[config.mk]
export PLATFORM = sky130hd
export DESIGN_NAME = fir_sequencer
export DESIGN_NICKNAME = d
export VERILOG_FILES = /design/src/rtl/fir_seq_pkg.sv /design/src/rtl/fir_hist_buf.sv /design/src/rtl/fir_sequencer.sv
export SDC_FILE = /design/constraint.sdc
export NUM_CORES = 1
export LEC_CHECK = 0
export BUFFER_PORTS_ARGS = -buffer_cell sky130_fd_sc_hd__buf_4
export CORE_MARGIN = 4
export CORE_UTILIZATION = 30
export CTS_BUF_LIST = sky130_fd_sc_hd__clkbuf_4
export DETAILED_ROUTE_END_ITERATION = 7
export GPL_ROUTABILITY_DRIVEN = 0
export GPL_TIMING_DRIVEN = 0
export PLACE_DENSITY = 0.51
export SYNTH_ARGS = -nofsm -noshare
export SYNTH_HDL_FRONTEND = slang
export SYNTH_SLANG_ARGS = --single-unit
[constraint.sdc]
create_clock -name clk -period 1.49 [get_ports clk]
set_input_delay 0.0745 -clock clk [delete_from_list [all_inputs] [get_ports clk]]
set_output_delay 0.0745 -clock clk [all_outputs]
set_load 0.05 [all_outputs]
[src/rtl/fir_seq_pkg.sv]
// Shared types and defaults for the fir_sequencer slice.
package fir_seq_pkg;

  localparam int unsigned TAPS_DEF     = 16;
  localparam int unsigned DW_DEF       = 16;
  localparam int unsigned FIRE_LEN_DEF = 6;
  localparam int unsigned TIMEOUT_DEF  = 32;

  typedef enum logic [2:0] {
    IDLE,
    WIND,
    READY,
    LOAD,
    FIRE,
    WAIT
  } state_t;

  // Width of a counter holding 0..n-1 (never less than one bit).
  function automatic int unsigned cnt_w(input int unsigned n);
    return (n < 2) ? 1 : $clog2(n);
  endfunction

endpackage

[src/rtl/fir_hist_buf.sv]
// TAPS-deep sample history: hist[0] newest, hist[TAPS-1] oldest.
// Synchronous clear wins over shift; read port is combinational.
module fir_hist_buf
  import fir_seq_pkg::*;
#(
  parameter int unsigned TAPS = TAPS_DEF,
  parameter int unsigned DW   = DW_DEF,
  parameter int unsigned IW   = cnt_w(TAPS)
) (
  input  logic          clk,
  input  logic          clear,
  input  logic          shift_en,
  input  logic [DW-1:0] din,
  input  logic [IW-1:0] rd_idx,
  output logic [DW-1:0] rd_data
);

  logic [DW-1:0] hist_q [TAPS];
  logic [DW-1:0] hist_d [TAPS];

  // Next history: clear, shift in a new sample, or hold.
  always_comb begin
    hist_d = hist_q;
    if (clear) begin
      for (int unsigned i = 0; i < TAPS; i++) hist_d[i] = '0;
    end else if (shift_en) begin
      hist_d[0] = din;
      for (int unsigned i = 1; i < TAPS; i++) hist_d[i] = hist_q[i-1];
    end
  end

  // History storage.
  always_ff @(posedge clk) begin
    hist_q <= hist_d;
  end

  assign rd_data = hist_q[rd_idx];

endmodule

[src/rtl/fir_sequencer.sv]
// Upstream driver for the fir stage: winds coefficients, keeps the sample
// history, replays it per sample, fires the filter and captures its result.
// Optional macro FIR_SEQ_TIMEOUT_EN adds a WAIT watchdog driving err.
module fir_sequencer
  import fir_seq_pkg::*;
#(
  parameter int unsigned TAPS     = TAPS_DEF,
  parameter int unsigned DW       = DW_DEF,
  parameter int unsigned FIRE_LEN = FIRE_LEN_DEF,
  parameter int unsigned TIMEOUT  = TIMEOUT_DEF
) (
  input  logic          clk,
  input  logic          rst,
  input  logic          cfg_start,
  input  logic          coef_valid,
  input  logic [DW-1:0] coef_data,
  output logic          coef_ready,
  input  logic          smp_valid,
  input  logic [DW-1:0] smp_data,
  output logic          smp_ready,
  output logic          fir_wind,
  output logic          fir_load,
  output logic          fir_in_valid,
  output logic [DW-1:0] fir_data,
  input  logic          fir_out_valid,
  input  logic [DW-1:0] fir_out,
  output logic          res_valid,
  output logic [DW-1:0] res_data,
  output logic          err
);

  localparam int unsigned CW = cnt_w(TAPS);
  localparam int unsigned FW = cnt_w(FIRE_LEN);

  if (TAPS < 2 || FIRE_LEN < 1 || TIMEOUT < 1) begin : g_cfg_check
    $error("fir_sequencer: TAPS must be >= 2, FIRE_LEN and TIMEOUT >= 1");
  end

  state_t        state_q, state_d;
  logic [CW-1:0] ccnt_q, ccnt_d;
  logic [CW-1:0] lcnt_q, lcnt_d;
  logic [FW-1:0] fcnt_q, fcnt_d;
  logic          coef_loaded_q, coef_loaded_d;
  logic          coef_ready_q, coef_ready_d;
  logic          smp_ready_q, smp_ready_d;
  logic          fir_wind_q, fir_wind_d;
  logic          fir_load_q, fir_load_d;
  logic          fir_in_valid_q, fir_in_valid_d;
  logic [DW-1:0] fir_data_q, fir_data_d;
  logic          res_valid_q, res_valid_d;
  logic [DW-1:0] res_data_q, res_data_d;

`ifdef FIR_SEQ_TIMEOUT_EN
  localparam int unsigned TW = cnt_w(TIMEOUT);
  logic [TW-1:0] wcnt_q, wcnt_d;
  logic          err_q, err_d;
`endif

  logic          shift_en;
  logic [CW-1:0] rd_idx;
  logic [DW-1:0] rd_data;

  fir_hist_buf #(
    .TAPS (TAPS),
    .DW   (DW),
    .IW   (CW)
  ) u_hist (
    .clk      (clk),
    .clear    (!rst),
    .shift_en (shift_en),
    .din      (smp_data),
    .rd_idx   (rd_idx),
    .rd_data  (rd_data)
  );

  // Next state, counters and registered outputs.
  // Replay reads one entry ahead: the accept cycle reads hist[TAPS-2], which
  // becomes hist[TAPS-1] after the shift, so fir_data lines up with fir_load.
  always_comb begin
    state_d        = state_q;
    ccnt_d         = ccnt_q;
    lcnt_d         = lcnt_q;
    fcnt_d         = fcnt_q;
    coef_loaded_d  = coef_loaded_q;
    fir_wind_d     = 1'b0;
    fir_load_d     = 1'b0;
    fir_in_valid_d = 1'b0;
    fir_data_d     = '0;
    res_valid_d    = 1'b0;
    res_data_d     = res_data_q;
    shift_en       = 1'b0;
    rd_idx         = (state_q == LOAD) ? CW'(TAPS - 1) - lcnt_q : CW'(TAPS - 2);
`ifdef FIR_SEQ_TIMEOUT_EN
    wcnt_d         = '0;
    err_d          = 1'b0;
`endif

    unique case (state_q)
      IDLE: begin
        if (cfg_start) begin
          state_d       = WIND;
          coef_loaded_d = 1'b0;
        end
      end
      WIND: begin
        if (coef_valid && coef_ready_q) begin
          fir_wind_d = 1'b1;
          fir_data_d = coef_data;
          if (ccnt_q == CW'(TAPS - 1)) begin
            ccnt_d        = '0;
            coef_loaded_d = 1'b1;
            state_d       = READY;
          end else begin
            ccnt_d = ccnt_q + 1'b1;
          end
        end
      end
      READY: begin
        // A reconfiguration request wins; a coincident sample is not taken.
        if (cfg_start) begin
          state_d       = WIND;
          coef_loaded_d = 1'b0;
        end else if (smp_valid && smp_ready_q) begin
          shift_en   = 1'b1;
          fir_load_d = 1'b1;
          fir_data_d = rd_data;
          lcnt_d     = CW'(1);
          state_d    = LOAD;
        end
      end
      LOAD: begin
        fir_load_d = 1'b1;
        fir_data_d = rd_data;
        if (lcnt_q == CW'(TAPS - 1)) begin
          lcnt_d  = '0;
          state_d = FIRE;
        end else begin
          lcnt_d = lcnt_q + 1'b1;
        end
      end
      FIRE: begin
        fir_in_valid_d = 1'b1;
        if (fcnt_q == FW'(FIRE_LEN - 1)) begin
          fcnt_d  = '0;
          state_d = WAIT;
        end else begin
          fcnt_d = fcnt_q + 1'b1;
        end
      end
      WAIT: begin
        if (fir_out_valid) begin
          res_data_d  = fir_out;
          res_valid_d = 1'b1;
          state_d     = READY;
        end
`ifdef FIR_SEQ_TIMEOUT_EN
        else if (wcnt_q == TW'(TIMEOUT - 1)) begin
          err_d   = 1'b1;
          state_d = READY;
        end else begin
          wcnt_d = wcnt_q + 1'b1;
        end
`endif
      end
      default: state_d = IDLE;
    endcase

    coef_ready_d = (state_d == WIND);
    smp_ready_d  = (state_d == READY) && coef_loaded_d;
  end

  // State and output registers, synchronous active-low reset.
  always_ff @(posedge clk) begin
    if (!rst) begin
      state_q        <= IDLE;
      ccnt_q         <= '0;
      lcnt_q         <= '0;
      fcnt_q         <= '0;
      coef_loaded_q  <= 1'b0;
      coef_ready_q   <= 1'b0;
      smp_ready_q    <= 1'b0;
      fir_wind_q     <= 1'b0;
      fir_load_q     <= 1'b0;
      fir_in_valid_q <= 1'b0;
      fir_data_q     <= '0;
      res_valid_q    <= 1'b0;
      res_data_q     <= '0;
`ifdef FIR_SEQ_TIMEOUT_EN
      wcnt_q         <= '0;
      err_q          <= 1'b0;
`endif
    end else begin
      state_q        <= state_d;
      ccnt_q         <= ccnt_d;
      lcnt_q         <= lcnt_d;
      fcnt_q         <= fcnt_d;
      coef_loaded_q  <= coef_loaded_d;
      coef_ready_q   <= coef_ready_d;
      smp_ready_q    <= smp_ready_d;
      fir_wind_q     <= fir_wind_d;
      fir_load_q     <= fir_load_d;
      fir_in_valid_q <= fir_in_valid_d;
      fir_data_q     <= fir_data_d;
      res_valid_q    <= res_valid_d;
      res_data_q     <= res_data_d;
`ifdef FIR_SEQ_TIMEOUT_EN
      wcnt_q         <= wcnt_d;
      err_q          <= err_d;
`endif
    end
  end

  assign coef_ready   = coef_ready_q;
  assign smp_ready    = smp_ready_q;
  assign fir_wind     = fir_wind_q;
  assign fir_load     = fir_load_q;
  assign fir_in_valid = fir_in_valid_q;
  assign fir_data     = fir_data_q;
  assign res_valid    = res_valid_q;
  assign res_data     = res_data_q;
`ifdef FIR_SEQ_TIMEOUT_EN
  assign err          = err_q;
`else
  assign err          = 1'b0;
`endif

endmodule

* Word-level counts from Yosys, hierarchy flattened
Index checks and enable logic that the tools add are counted.
** Operators by class
- Bitwise gates (word level) :: 1
- Add/sub/neg operators :: 4
- Reduce and logical (&&, ||, !) cells :: 11
- Equal/unequal tests :: 12
- Magnitude comparators :: 1
- Mux-type cells :: 34
** Operators by type and width (number)
- 16-bit two-way mux :: 5
- 16-bit binary-select mux with 4-bit select :: 1
- 16-bit one-hot mux with 3 select lines :: 1
- 3-bit two-way mux :: 9
- 4-bit two-way mux :: 5
- 3-bit one-hot mux with 6 select lines :: 1
- 3-bit by 2-bit == test with 1-bit output, second input constant :: 3
- 3-bit == test, second input constant :: 3
- 1-bit two-way mux :: 9
- 4-bit by 1-bit adder with 4-bit output, second input constant :: 2
- 4-bit == test, second input constant :: 2
- 4-bit one-hot mux with 2 select lines :: 1
- 2-bit AND reduction :: 4
- 3-bit by 1-bit == test with 1-bit output, second input constant :: 2
- 5-bit greater-or-equal comparator, second input constant :: 1
- 4-bit NOT with 5-bit output :: 1
- 2-bit inequality test, second input constant :: 2
- 1-bit one-hot mux with 2 select lines :: 2
- 4-bit subtractor, first input constant :: 1
- 3-bit by 1-bit adder with 3-bit output, second input constant :: 1
- 1-bit logical AND :: 3
- 3-bit zero test :: 1
- 3-bit AND reduction :: 1
- 2-bit nonzero test :: 1
- 2-bit OR reduction :: 1
** Word-level totals
- Bits of input ports :: 54
- Logic and storage cells :: 92
- Output and inout port bits :: 39
- Bits in registers :: 309

* Logic depth before layout (Yosys ltp)
Gate-level depths: netlist (run 1).
- Word-level depth :: 9
- Mapped depth :: 8

* By module
A second synthesis (run 1) with hierarchy kept.
** Second synthesis, totals
- Cells, all modules :: 1203
- Area total of the unflattened synthesis :: 12933.7 µm²
** By module, submodules not included
- fir_hist_buf :: times used 1, cells each 962, area an instance 10825.4 µm², sequential area each 5124.9 µm²
- fir_sequencer :: times used 1, cells each 241, area an instance 2108.3 µm², sequential area each 1061.0 µm²

* Worst setup path before layout (run 1)
No wires, ideal clock.
- Path type :: flip-flop to flip-flop
- Start point :: register smp_ready_q, in the netlist smp_ready
- End point :: register fir_data_q[15], in the netlist fir_data[15]
- Arrival time :: 1.833 ns
- Buffers on the path :: 0
- Data required time :: 1.404 ns
- Stages on the path, launching flop included :: 6
- Slack :: -0.430 ns
- Period minus slack after synthesis :: 1.920 ns
- Library setup time :: 0.086 ns
- Cell sequence :: dfxtp_1 -> nand3b_1 -> a21oi_4 -> nand2_2 -> or3_1 -> a221oi_2
** On the way
- Longest elaborated chain between the ends :: 4
** Ends and longest elaborated chain
- start: declaration :: RTL line fir_sequencer.sv:45 : logic smp_ready_q, smp_ready_d;
- start signal: assignment :: RTL line fir_sequencer.sv:199 : smp_ready_q <= smp_ready_d;
- 1-bit logical AND :: RTL line fir_sequencer.sv:123 : end else if (smp_valid && smp_ready_q) begin
- 16-bit two-way mux :: RTL line fir_sequencer.sv:123
- 16-bit two-way mux :: RTL line fir_sequencer.sv:120 : if (cfg_start) begin
- 16-bit one-hot mux with 3 select lines :: RTL line fir_sequencer.sv:98 : unique case (state_q)
- end signal: assignment :: RTL line fir_sequencer.sv:203 : fir_data_q <= fir_data_d;
- end: declaration :: RTL line fir_sequencer.sv:49 : logic [DW-1:0] fir_data_q, fir_data_d;
No other way between the ends.
A chain may end at the register's enable or synchronous reset.

* Worst setup path after layout (run 1)
- Start point :: register state_q[0]
- End point :: register fir_data_q[2], in the netlist fir_data[2]
** On the way
- Longest elaborated chain between the ends :: 9
- Elaborated cells on any way between the ends :: 11
- Those cells by class :: eq/ne: 3; mux: 7; bitwise: 1
** Ends and longest elaborated chain
- start: declaration :: RTL line fir_sequencer.sv:39 : state_t state_q, state_d;
- start signal: assignment :: RTL line fir_sequencer.sv:193 : state_q <= state_d;
- 3-bit by 2-bit == test with 1-bit output :: RTL line fir_sequencer.sv:92, fir_sequencer.sv:98
- 4-bit two-way mux :: RTL line fir_sequencer.sv:92 : rd_idx = (state_q == LOAD) ? CW'(TAPS - 1) - lcnt_q : CW'(TAPS - 2);
- 4-bit NOT with 5-bit output (not written as such) :: RTL line fir_hist_buf.sv:37 : assign rd_data = hist_q[rd_idx];
- 16-bit binary-select mux with 4-bit select :: RTL line fir_hist_buf.sv:37
- 16-bit two-way mux (not written as such) (2 in a row) :: RTL line fir_hist_buf.sv:37
- 16-bit two-way mux :: RTL line fir_sequencer.sv:123
- 16-bit two-way mux :: RTL line fir_sequencer.sv:120
- 16-bit one-hot mux with 3 select lines * :: RTL line fir_sequencer.sv:98
Mark *: on every way between the ends. The rest lies on a longest branch, timed or not. The select of a mux whose other input is x is not followed.

==> flow_metrics.py, run 1 <==
metrics = {
    "routing": {
        "drtIter0Drc": 1018,
        "drc_errors": 0,
        "avgRoutedWirePerCell_um": 20.6,
        "drt-pass1-iter-count": 5,
        "ant_nets": 0,
        "num_vias": 13859,
        "drt_wl_total_um": 55400,
        "via_per_inst": 5.17,
    },
    "pwr": {
        "switchingPower_mw": 4.07,
        "combPwrFrac": 0.039,
        "seqPwrFrac": 0.493,
        "p_leak_nw": 7.65,
        "intPower_mw": 12.7,
        "finalPower_mw": 16.8,
        "p_sw_frac": 0.243,
        "ir_drop_uv": 537,
        "clockPowerShare": 0.469,
        "p_per_area_nw_per_um2": 798,
    },
    "hold_path": {
        "holdPathEnd": "u_hist.hist_q[255]$_SDFFE_PN0P_",
        "hold_path_startpoint": "smp_data[15]",
        "hp-class": "primary input to flip-flop",
        "min_delay_path_depth": 4,
    },
    "timing": {
        "relSlewSlack": 0.454,
        "whs_ns": 0.0881,
        "setup_viol": 291,
        "slew_viol_final": 0,
        "worst_slew_pin_slew_ns": 0.819,
        "grt_setup_unrepaired": "yes",
        "finClkSkew_ns": 0.0395,
        "fin_ws_ns": -0.407,
        "min_period_ns": 1.90,
        "min_period_over_period": 1.27,
        "fmaxAchievable_mhz": 527,
        "hold_viol": 0,
    },
    "finish": {
        "area_growth_pct": 49.5,
        "final_net_count": 2066,
        "instances_no_fill": 2682,
        "design_area_um2": 21000,
        "drive_gt1_frac": 0.340,
    },
    "logic_synthesis": {
        "netlist.area_leader.share": 0.439,
        "synth_seq_area_share": 0.439,
        "synth-simple-area-share": 0.226,
        "netlist_instances": 1700,
        "synth_area_per_cell_um2": 8.28,
        "synth_fa_ha_area_frac": 0.00178,
        "muxShareOfSynthArea": 0.0375,
        "synthDistinctLibCells": 72,
        "yosys_most_used_dff": "dfxtp_1",
        "ys_seq_elements": 309,
        "synth-edff-count": 0,
        "synthXorXnorAreaFrac": 0.00249,
        "synth_top_family_by_area": "compound AO/OA/AOI/OAI gates",
        "ys_warn_count": 0,
        "synth_top_area_cell": "dfxtp_1",
        "synthTopCellsByArea": "dfxtp_1, nand2_1, a21boi_1, mux2i_1, a211oi_1",
        "syn_area_um2": 14100,
        "syn-num-nets": 1756,
        "async_reset_ff_frac": 0,
        "synth-compound-area-share": 0.235,
    },
    "floorplan": {
        "die_w_um": 225,
        "rows": 79,
        "dieArea_um2": 50400,
        "start_util": 0.303,
        "core-area_um2": 46500,
        "io_pins": 93,
        "die_height_um": 225,
    },
    "grt": {
        "grt_pass1_vias": 13569,
        "grt_pass1_wl_um": 81200,
        "overflow": 0,
        "antenna_found_initial": 6,
        "grt_usage": 0.210,
        "grt_max_degree": 12,
    },
    "critical_path": {
        "reg2reg_depth": 7,
        "crit_type": "flip-flop to flip-flop",
        "worstPathRequired_ns": 2.16,
        "r2r_slack_ns": -0.41,
        "worstReg2RegStart": "state_q[0]$_SDFF_PN0_",
        "critPathCaptureType": "flip-flop",
        "critPathLaunchType": "flip-flop",
        "rr_endpoint": "fir_data[2]$_SDFF_PN0_",
        "critPathMaxFanout": 7,
        "cp_data_arrival_time_ns": 2.57,
    },
    "clocking": {
        "numClockSinks": 309,
        "clock_path_buffers": 3,
        "insertion_delay_ns": 0.81,
        "cts_tree": "done",
        "root_buffer": "clkbuf_4",
        "clkSlewWorstSetupHoldPaths_ns": 0.07,
        "numCtsBuffers": 86,
        "htree_levels": 3,
    },
    "placed_design": {
        "postPlaceCellArea_um2": 15700,
        "dp_hpwl_um": 37900,
        "place_inst": 2398,
        "port_buffers": 91,
        "pre_cts_ws_ns": -0.973,
    },
    "job": {
        "cap_violations": 0,
    },
    "status": {
        "outcome": "complete, but fails checks",
        "violations": "negative setup slack",
    },
}
## sequential cells by signal, indices dropped and copies added (netlist names)
signal and count:
fir_data 16, fcnt_q 3, state_q 3, fir_in_valid 1, ccnt_q 4, res_data 16, coef_loaded_q 1, res_valid 1
coef_ready 1, smp_ready 1, u_hist.hist_q 256, lcnt_q 4, fir_wind 1, fir_load 1
## how the worst max path moves through the flow
stage                                       from                              end  slack [ns]  depth (start not counted)
after floorplan             smp_ready$_SDFF_PN0_          fir_data[15]$_SDFF_PN0_       -0.08                          5
after global placement    lcnt_q[0]$_SDFFE_PN0P_           fir_data[8]$_SDFF_PN0_       -0.99                          7
after detailed placement  lcnt_q[0]$_SDFFE_PN0P_           fir_data[8]$_SDFF_PN0_       -0.97                          7
after CTS                  state_q[2]$_SDFF_PN0_  u_hist.hist_q[168]$_SDFFE_PN0P_       -0.40                         10
after global routing       state_q[1]$_SDFF_PN0_  u_hist.hist_q[212]$_SDFFE_PN0P_       -0.45                          9
final                      state_q[0]$_SDFF_PN0_           fir_data[2]$_SDFF_PN0_       -0.41                          7
## worst max-delay path, cell delays in order (launching register included)
cell and delay, ns:
dfxtp_4 0.38, and3b_2 0.22, buf_12 0.16, nand2_8 0.08, buf_12 0.16, buf_16 0.15
a211oi_4 0.30, o32a_1 0.31
## per-stage QoR
stage / TNS, ns / utilization
after floorplan: -0.210 / -
after global placement: -176.19 / 0.338
after detailed placement: -178.79 / 0.338
after CTS: -79.33 / 0.426
after global routing: -110.14 / 0.453
final: -84.55 / 0.453
## power groups by stage
stage               registers (mW)  logic, mW  clock network, mW
global route                  8.26      0.687               8.49
CTS                           8.27      0.629               8.07
floorplan                     8.46      0.246                  0
global placement              8.46      0.491                  0
finish                        8.27      0.647               7.87
detailed placement            8.46      0.494                  0
## area by class of cell
type | count | area, um2
multi-input combinational | 1246 | 8770
fill | 4531 | 25400
clock inverter | 22 | 109
clock buffer | 129 | 968
tap | 607 | 759
antenna | 2 | 5.00
sequential | 309 | 6200
buffer | 141 | 1690
timing repair buffer | 222 | 2520
inverter | 4 | 17.5
## cells by family after synthesis
logic type	after synthesis
fa+ha+maj	2
compound gates	439
flops	309
mux	50
xor+xnor	4
simple gates	750
buf+inv	145
other cells	1
## cell usage after synthesis, types with 3 or more instances
cell type  instances
a211oi_1          43
a21boi_0          35
a21boi_1         240
a21oi_1           17
a221oi_1           3
a311oi_1          14
a31oi_1           15
and2_1            10
and3_1             6
buf_2             35
buf_4             32
buf_6             11
clkbuf_1          60
dfxtp_1          309
inv_1              3
mux2i_1           46
nand2_1          612
nand2_2            5
nand2b_1           5
nand3_1            4
nand3b_1          15
nor2_1            36
nor2b_1           35
o211ai_1          15
o21ai_0            9
o221ai_1          13
o32a_1            14
## what timing repair did
| item | CTS | global route |
|---|---|---|
| endpoints found under the setup margin | 293 | 303 |
| resized for setup | 377 | 244 |
| hold buffers | 53 | 0 |
| buffers inserted | 30 | 16 |
| hold endpoints to repair | 68 | 0 |
| gates cloned | 23 | 15 |
| pin swaps | 87 | 99 |
## placed cells by master (no fill, tap or decap), types with 32 or more instances in the layout
cell,instances
a21boi_1,203
dlygate4sd3_1,53
nand2_1,485
a21boi_2,47
nor2_1,34
clkbuf_1,32
nand2_4,44
dfxtp_1,302
nand2_2,86
buf_4,128
buf_12,34
clkbuf_4,135
nor2b_1,33
## routing by layer
layer / up-vias / routed length, um / track usage
li1: 6468 / - / -
met1: 6775 / 24900 / 0.288
met2: 504 / 25200 / 0.336
met3: 110 / 3630 / 0.0423
met4: 2 / 1670 / 0.0640
met5: - / 25 / 0
Power figures use the tool's default switching activity.
==> run 2: changes to the inputs <==
Settings changed: CORE_UTILIZATION 30 to 35, CTS_CLUSTER_DIAMETER from default to 120, CTS_CLUSTER_SIZE from default to 40, PLACE_DENSITY 0.51 to 0.57.
==> run 2 against run 1 <==
- the flow still finishes with violations (negative setup slack)
- critical endpoint unchanged
- sequential power rose by 0.7%
- core utilization rose by 5.7 points
- clock skew rose by 0.11 ns
- largest cell class unchanged
- fmax fell by 2.5%
- global-route usage rose by 0.70 points
- non-clock buffer count rose by 31
- via count fell by 2.2%
- first-iteration DRC count rose by 9.6%
- critical path type unchanged
- combinational power rose by 10%
- sequential cell count did not move
==> flow_metrics.py, run 2 (synthesis results as in run 1) <==
metrics = {
    "floorplan": {
        "rows": 73,
        "core-area_um2": 39700,
        "die_w_um": 209,
        "dieArea_um2": 43500,
        "io_pins": 93,
        "die_height_um": 209,
        "start_util": 0.354,
    },
    "clocking": {
        "root_buffer": "clkbuf_4",
        "insertion_delay_ns": 0.81,
        "cts_tree": "done",
        "clkSlewWorstSetupHoldPaths_ns": 0.39,
        "htree_levels": 1,
        "numClockSinks": 309,
        "numCtsBuffers": 12,
        "clock_path_buffers": 3,
    },
    "placed_design": {
        "port_buffers": 91,
        "dp_hpwl_um": 36400,
        "postPlaceCellArea_um2": 15600,
    },
    "routing": {
        "avgRoutedWirePerCell_um": 21.3,
        "drtIter0Drc": 1116,
        "ant_nets": 0,
        "num_vias": 13561,
        "drc_errors": 0,
        "drt_wl_total_um": 53300,
        "drt-pass1-iter-count": 5,
        "via_per_inst": 5.43,
    },
    "finish": {
        "largest_register_ffs": 256,
        "final_cell_mix": "nand2_1, dfxtp_1, a21boi_1",
        "drive_gt1_frac": 0.321,
        "final_net_count": 2023,
        "seq_area_um2": 6250,
        "layout.cells.most_common": "nand2_1",
        "design_area_um2": 20300,
        "fill_cells": 3604,
        "area_growth_pct": 44.0,
        "multi_input_area_um2": 8780,
        "largest-register": "u_hist.hist_q",
    },
    "timing": {
        "worst_slew_pin_slew_ns": 0.763,
        "min_period_over_period": 1.31,
        "hold_viol": 0,
        "finClkSkew_ns": 0.145,
        "min_period_ns": 1.95,
        "slew_viol_final": 0,
        "fmaxAchievable_mhz": 514,
        "grt_setup_unrepaired": "yes",
        "setup_viol": 292,
        "fin_ws_ns": -0.456,
        "whs_ns": 0.0254,
        "relSlewSlack": 0.491,
    },
    "pwr": {
        "ir_drop_uv": 539,
        "p_leak_nw": 7.47,
        "p_per_area_nw_per_um2": 604,
    },
    "grt": {
        "grt_pass1_vias": 12492,
        "overflow": 0,
        "grt_usage": 0.217,
        "grt_pass1_wl_um": 74700,
        "antenna_found_initial": 3,
        "grt_max_degree": 41,
    },
    "status": {
        "violations": "negative setup slack",
        "outcome": "complete, but fails checks",
    },
    "critical_path": {
        "crit_buf_inv": 3,
        "critPathCaptureType": "flip-flop",
        "path_cells": "buf_8 -> buf_6 -> nand3b_4 -> nor2_8 -> buf_4 -> mux2i_2 -> a211oi_2 -> o32a_1",
        "critPathSlowestCell": "dfxtp_4",
        "cpPeakStageDelay_ns": 0.46,
        "critPathMaxFanout": 6,
        "cp_data_arrival_time_ns": 2.69,
        "worstPathRequired_ns": 2.23,
        "crit_type": "flip-flop to flip-flop",
        "cp_top_family": "compound AO/OA/AOI/OAI gates",
        "worstReg2RegStart": "state_q[1]$_SDFF_PN0_",
        "critPathLaunchType": "flip-flop",
        "worstSetupStartpoint": "state_q[1]$_SDFF_PN0_",
    },
    "hold_path": {
        "hold_path_startpoint": "smp_data[13]",
        "hp-class": "primary input to flip-flop",
    },
    "job": {
        "cap_violations": 0,
    },
}
[run 2: final cells by class]
cell class	instances	share of cell area
Timing Repair Buffer	257	0.146
Clock inverter	3	0.00272
Inverter	4	0.000864
Clock buffer	13	0.00482
Buffer	137	0.0708
Sequential cell	309	0.309
Multi-Input combinational cell	1246	0.433
Tap cell	525	0.0324
Antenna cell	2	0.000247
[run 2: path summary, 6_finish.rpt]
| path | cells past startpoint | slack (ns) | endpoint |
|---|---|---|---|
| min | 4 | 0.03 | u_hist.hist_q[253]$_SDFFE_PN0P_ |
| max | 8 | -0.46 | fir_data[2]$_SDFF_PN0_ |
| max reg2reg | 8 | -0.46 | fir_data[2]$_SDFF_PN0_ |
| min reg2reg | 2 | 0.35 | u_hist.hist_q[63]$_SDFFE_PN0P_ |
[run 2: power breakdown]
part | switching [mW] | internal (mW) | leakage (nW)
clock network | 2.70 | 0.485 | 0.0827
registers | 0.00948 | 8.32 | 2.51
logic | 0.318 | 0.394 | 4.88
[run 2: worst reg2reg max path: cells and delay by family, from the launching register on]
kind	cells	cell delay (ns)
AOI/OAI and AO/OA	2	0.61
buffers and inverters	3	0.40
DFF	1	0.46
muxes	1	0.08
and+or+nand+nor	2	0.38
[run 2: repair_timing]
action                                  in CTS  in global routing
hold buffers                                62                  2
buffers inserted                            26                 45
endpoints found under the hold margin       90                  2
resized for setup                          213                477
gates cloned                                 8                 28
pin swaps                                   35                168
endpoints found under the setup margin     310                338
[run 2: through the flow]
step	utilization	setup TNS, ns	power (mW)	setup slack [ns]	std cells
after floorplan	-	-0.210	8.71	-0.0770	1700
after global placement	0.393	-169.47	8.94	-0.934	2316
after detailed placement	0.393	-167.87	8.94	-0.899	2316
after CTS	0.448	-87.42	12.2	-0.386	2427
after global routing	0.510	-105.18	12.6	-0.461	2495
final	0.510	-96.61	12.2	-0.456	2496
[run 2: routing by layer]
| layer | share of wire | GRT usage | vias up |
|---|---|---|---|
| met3 | 0.069 | 0.0338 | 118 |
| met5 | 0 | 0 | - |
| met1 | 0.44 | 0.303 | 6649 |
| li1 | - | - | 6307 |
| met2 | 0.45 | 0.350 | 487 |
| met4 | 0.040 | 0.0623 | 0 |
==> run 3: changes to the inputs <==
Settings changed: CORE_UTILIZATION 35 to 50, PLACE_DENSITY 0.57 to 0.74, SLEW_MARGIN from default to 20.
==> run 3 against run 2 <==
- the flow still finishes with violations (negative setup slack)
- via count is 5.6% higher
- fmax is 9.9% lower
- core utilization is 20 points higher
- non-clock buffer count is 27 lower
- clock power is 9.4% lower
- power is 2.9% lower
- first-iteration DRC count is 74% higher
- wire length is 2.2% higher
- sequential cell count stayed put
- sequential power hardly changed
- worst setup slack worse by 0.21 ns
- die area is 29% lower
==> flow_metrics.py, run 3 (synthesis results as in run 1) <==
metrics = {
    "status": {
        "outcome": "complete, but fails checks",
        "violations": "negative setup slack",
    },
    "critical_path": {
        "cp_data_arrival_time_ns": 2.89,
        "critPathCaptureType": "flip-flop",
        "critPathMaxFanout": 10,
        "worstSetupStartpoint": "state_q[2]$_SDFF_PN0_",
        "crit_type": "flip-flop to flip-flop",
        "worstPathRequired_ns": 2.22,
        "critPathLaunchType": "flip-flop",
        "worstReg2RegStart": "state_q[2]$_SDFF_PN0_",
    },
    "pwr": {
        "seqPwrFrac": 0.701,
        "ir_drop_uv": 1140,
        "p_sw_frac": 0.235,
        "combPwrFrac": 0.055,
        "p_per_area_nw_per_um2": 606,
        "p_leak_nw": 7.34,
        "finalPower_mw": 11.9,
        "clockPowerShare": 0.243,
        "switchingPower_mw": 2.80,
        "intPower_mw": 9.08,
    },
    "routing": {
        "avgRoutedWirePerCell_um": 23.5,
        "drtIter0Drc": 1939,
        "ant_nets": 0,
        "drc_errors": 0,
        "drt_wl_total_um": 54400,
        "via_per_inst": 6.18,
        "num_vias": 14323,
        "drt-pass1-iter-count": 8,
    },
    "clocking": {
        "numClockSinks": 309,
        "clock_path_buffers": 3,
        "cts_tree": "done",
        "clkSlewWorstSetupHoldPaths_ns": 0.43,
        "htree_levels": 1,
        "insertion_delay_ns": 0.80,
        "root_buffer": "clkbuf_4",
        "numCtsBuffers": 11,
    },
    "timing": {
        "slew_viol_final": 0,
        "relSlewSlack": 0.496,
        "min_period_over_period": 1.45,
        "fmaxAchievable_mhz": 463,
        "grt_setup_unrepaired": "yes",
        "worst_slew_pin_slew_ns": 0.757,
        "fin_ws_ns": -0.669,
        "hold_viol": 0,
        "finClkSkew_ns": 0.0668,
        "min_period_ns": 2.16,
        "setup_viol": 291,
    },
    "placed_design": {
        "dp_hpwl_um": 33900,
        "postPlaceCellArea_um2": 15400,
        "port_buffers": 91,
    },
    "floorplan": {
        "die_height_um": 176,
        "io_pins": 93,
        "start_util": 0.507,
        "rows": 61,
        "die_w_um": 176,
        "core-area_um2": 27800,
        "dieArea_um2": 30900,
    },
    "grt": {
        "grt_max_degree": 42,
        "grt_pass1_wl_um": 74200,
        "grt_usage": 0.305,
        "grt_pass1_vias": 13110,
        "antenna_found_initial": 4,
        "overflow": 0,
    },
    "finish": {
        "area_growth_pct": 39.3,
        "final_net_count": 1995,
        "design_area_um2": 19600,
        "layout.cells.most_common": "nand2_1",
        "largest-register": "u_hist.hist_q",
        "final_cell_mix": "nand2_1, dfxtp_1, a21boi_1",
        "largest_register_ffs": 256,
        "drive_gt1_frac": 0.316,
    },
    "hold_path": {
        "hp-class": "primary input to flip-flop",
        "hold_path_startpoint": "fir_out[9]",
    },
    "job": {
        "cap_violations": 0,
    },
}
run 3: changes by cell type in the layout (fill, tap and decap cells not counted), sizes merged:
cell	delta
clkinv	-1
clkbuf	-7
dlygate4sd3	-10
inv	-1
buf	-11
diode	-1
run 3: metal layers:
metal,vias to the layer above,global-route usage,routed length [um]
met3,290,0.0590,5520
met2,956,0.492,24400
met1,6842,0.393,20300
met5,-,0,57
met4,4,0.147,4100
li1,6231,-,-
run 3: layout make-up:
class	instances	area, um2
fillers	1977	8180
diodes	1	2.50
clock buffers	12	90.1
repair buffers	227	2560
flip-flops and latches	309	6240
clock inverters	1	16.3
multi-input cells	1246	8770
plain buffers	140	1430
well taps	378	473
inverters	4	17.5
run 3: worst max-delay path, cell delays in order (launching register included):
cell and delay (ns):
dfxtp_4 0.44, buf_6 0.14, nand3b_4 0.23, nor2_8 0.21
buf_12 0.20, mux2i_2 0.45, a211oi_4 0.18, o32a_1 0.21
run 3: power groups by stage:
stage | Sequential (mW) | Combinational, mW | Clock [mW]
final | 8.34 | 0.656 | 2.89
after global routing | 8.34 | 0.687 | 3.10
after CTS | 8.34 | 0.593 | 2.85
after detailed placement | 8.46 | 0.475 | 0
after global placement | 8.46 | 0.471 | 0
after floorplan | 8.46 | 0.246 | 0
run 3: path summary, 6_finish.rpt:
kind | endpoint | slack, ns | cells past startpoint
worst min-delay path | res_data[9]$_SDFFE_PN0P_ | 0.0007 | 4
worst max register to register | fir_data[8]$_SDFF_PN0_ | -0.67 | 7
worst min register to register | u_hist.hist_q[143]$_SDFFE_PN0P_ | 0.42 | 2
worst max-delay path | fir_data[8]$_SDFF_PN0_ | -0.67 | 7
run 3: what timing repair did:
item,CTS,global route
endpoints found under the setup margin,302,324
hold buffers,53,1
resized for setup,209,421
gates cloned,18,20
endpoints found under the hold margin,69,3
pin swaps,21,141
setup buffers,22,34
run 3: stage by stage:
step | hold WS (ns) | TNS (ns) | instances | setup WS (ns) | utilization
2_1_floorplan | 0.209 | -0.210 | 1700 | -0.0770 | -
3_3_place_gp | 0.324 | -142.34 | 2169 | -0.833 | 0.555
3_5_place_dp | 0.332 | -147.06 | 2169 | -0.859 | 0.555
4_1_cts | 0.0253 | -94.02 | 2275 | -0.432 | 0.634
5_1_grt | 0.0238 | -118.42 | 2318 | -0.662 | 0.706
6_report | 0.000706 | -109.33 | 2318 | -0.669 | 0.706
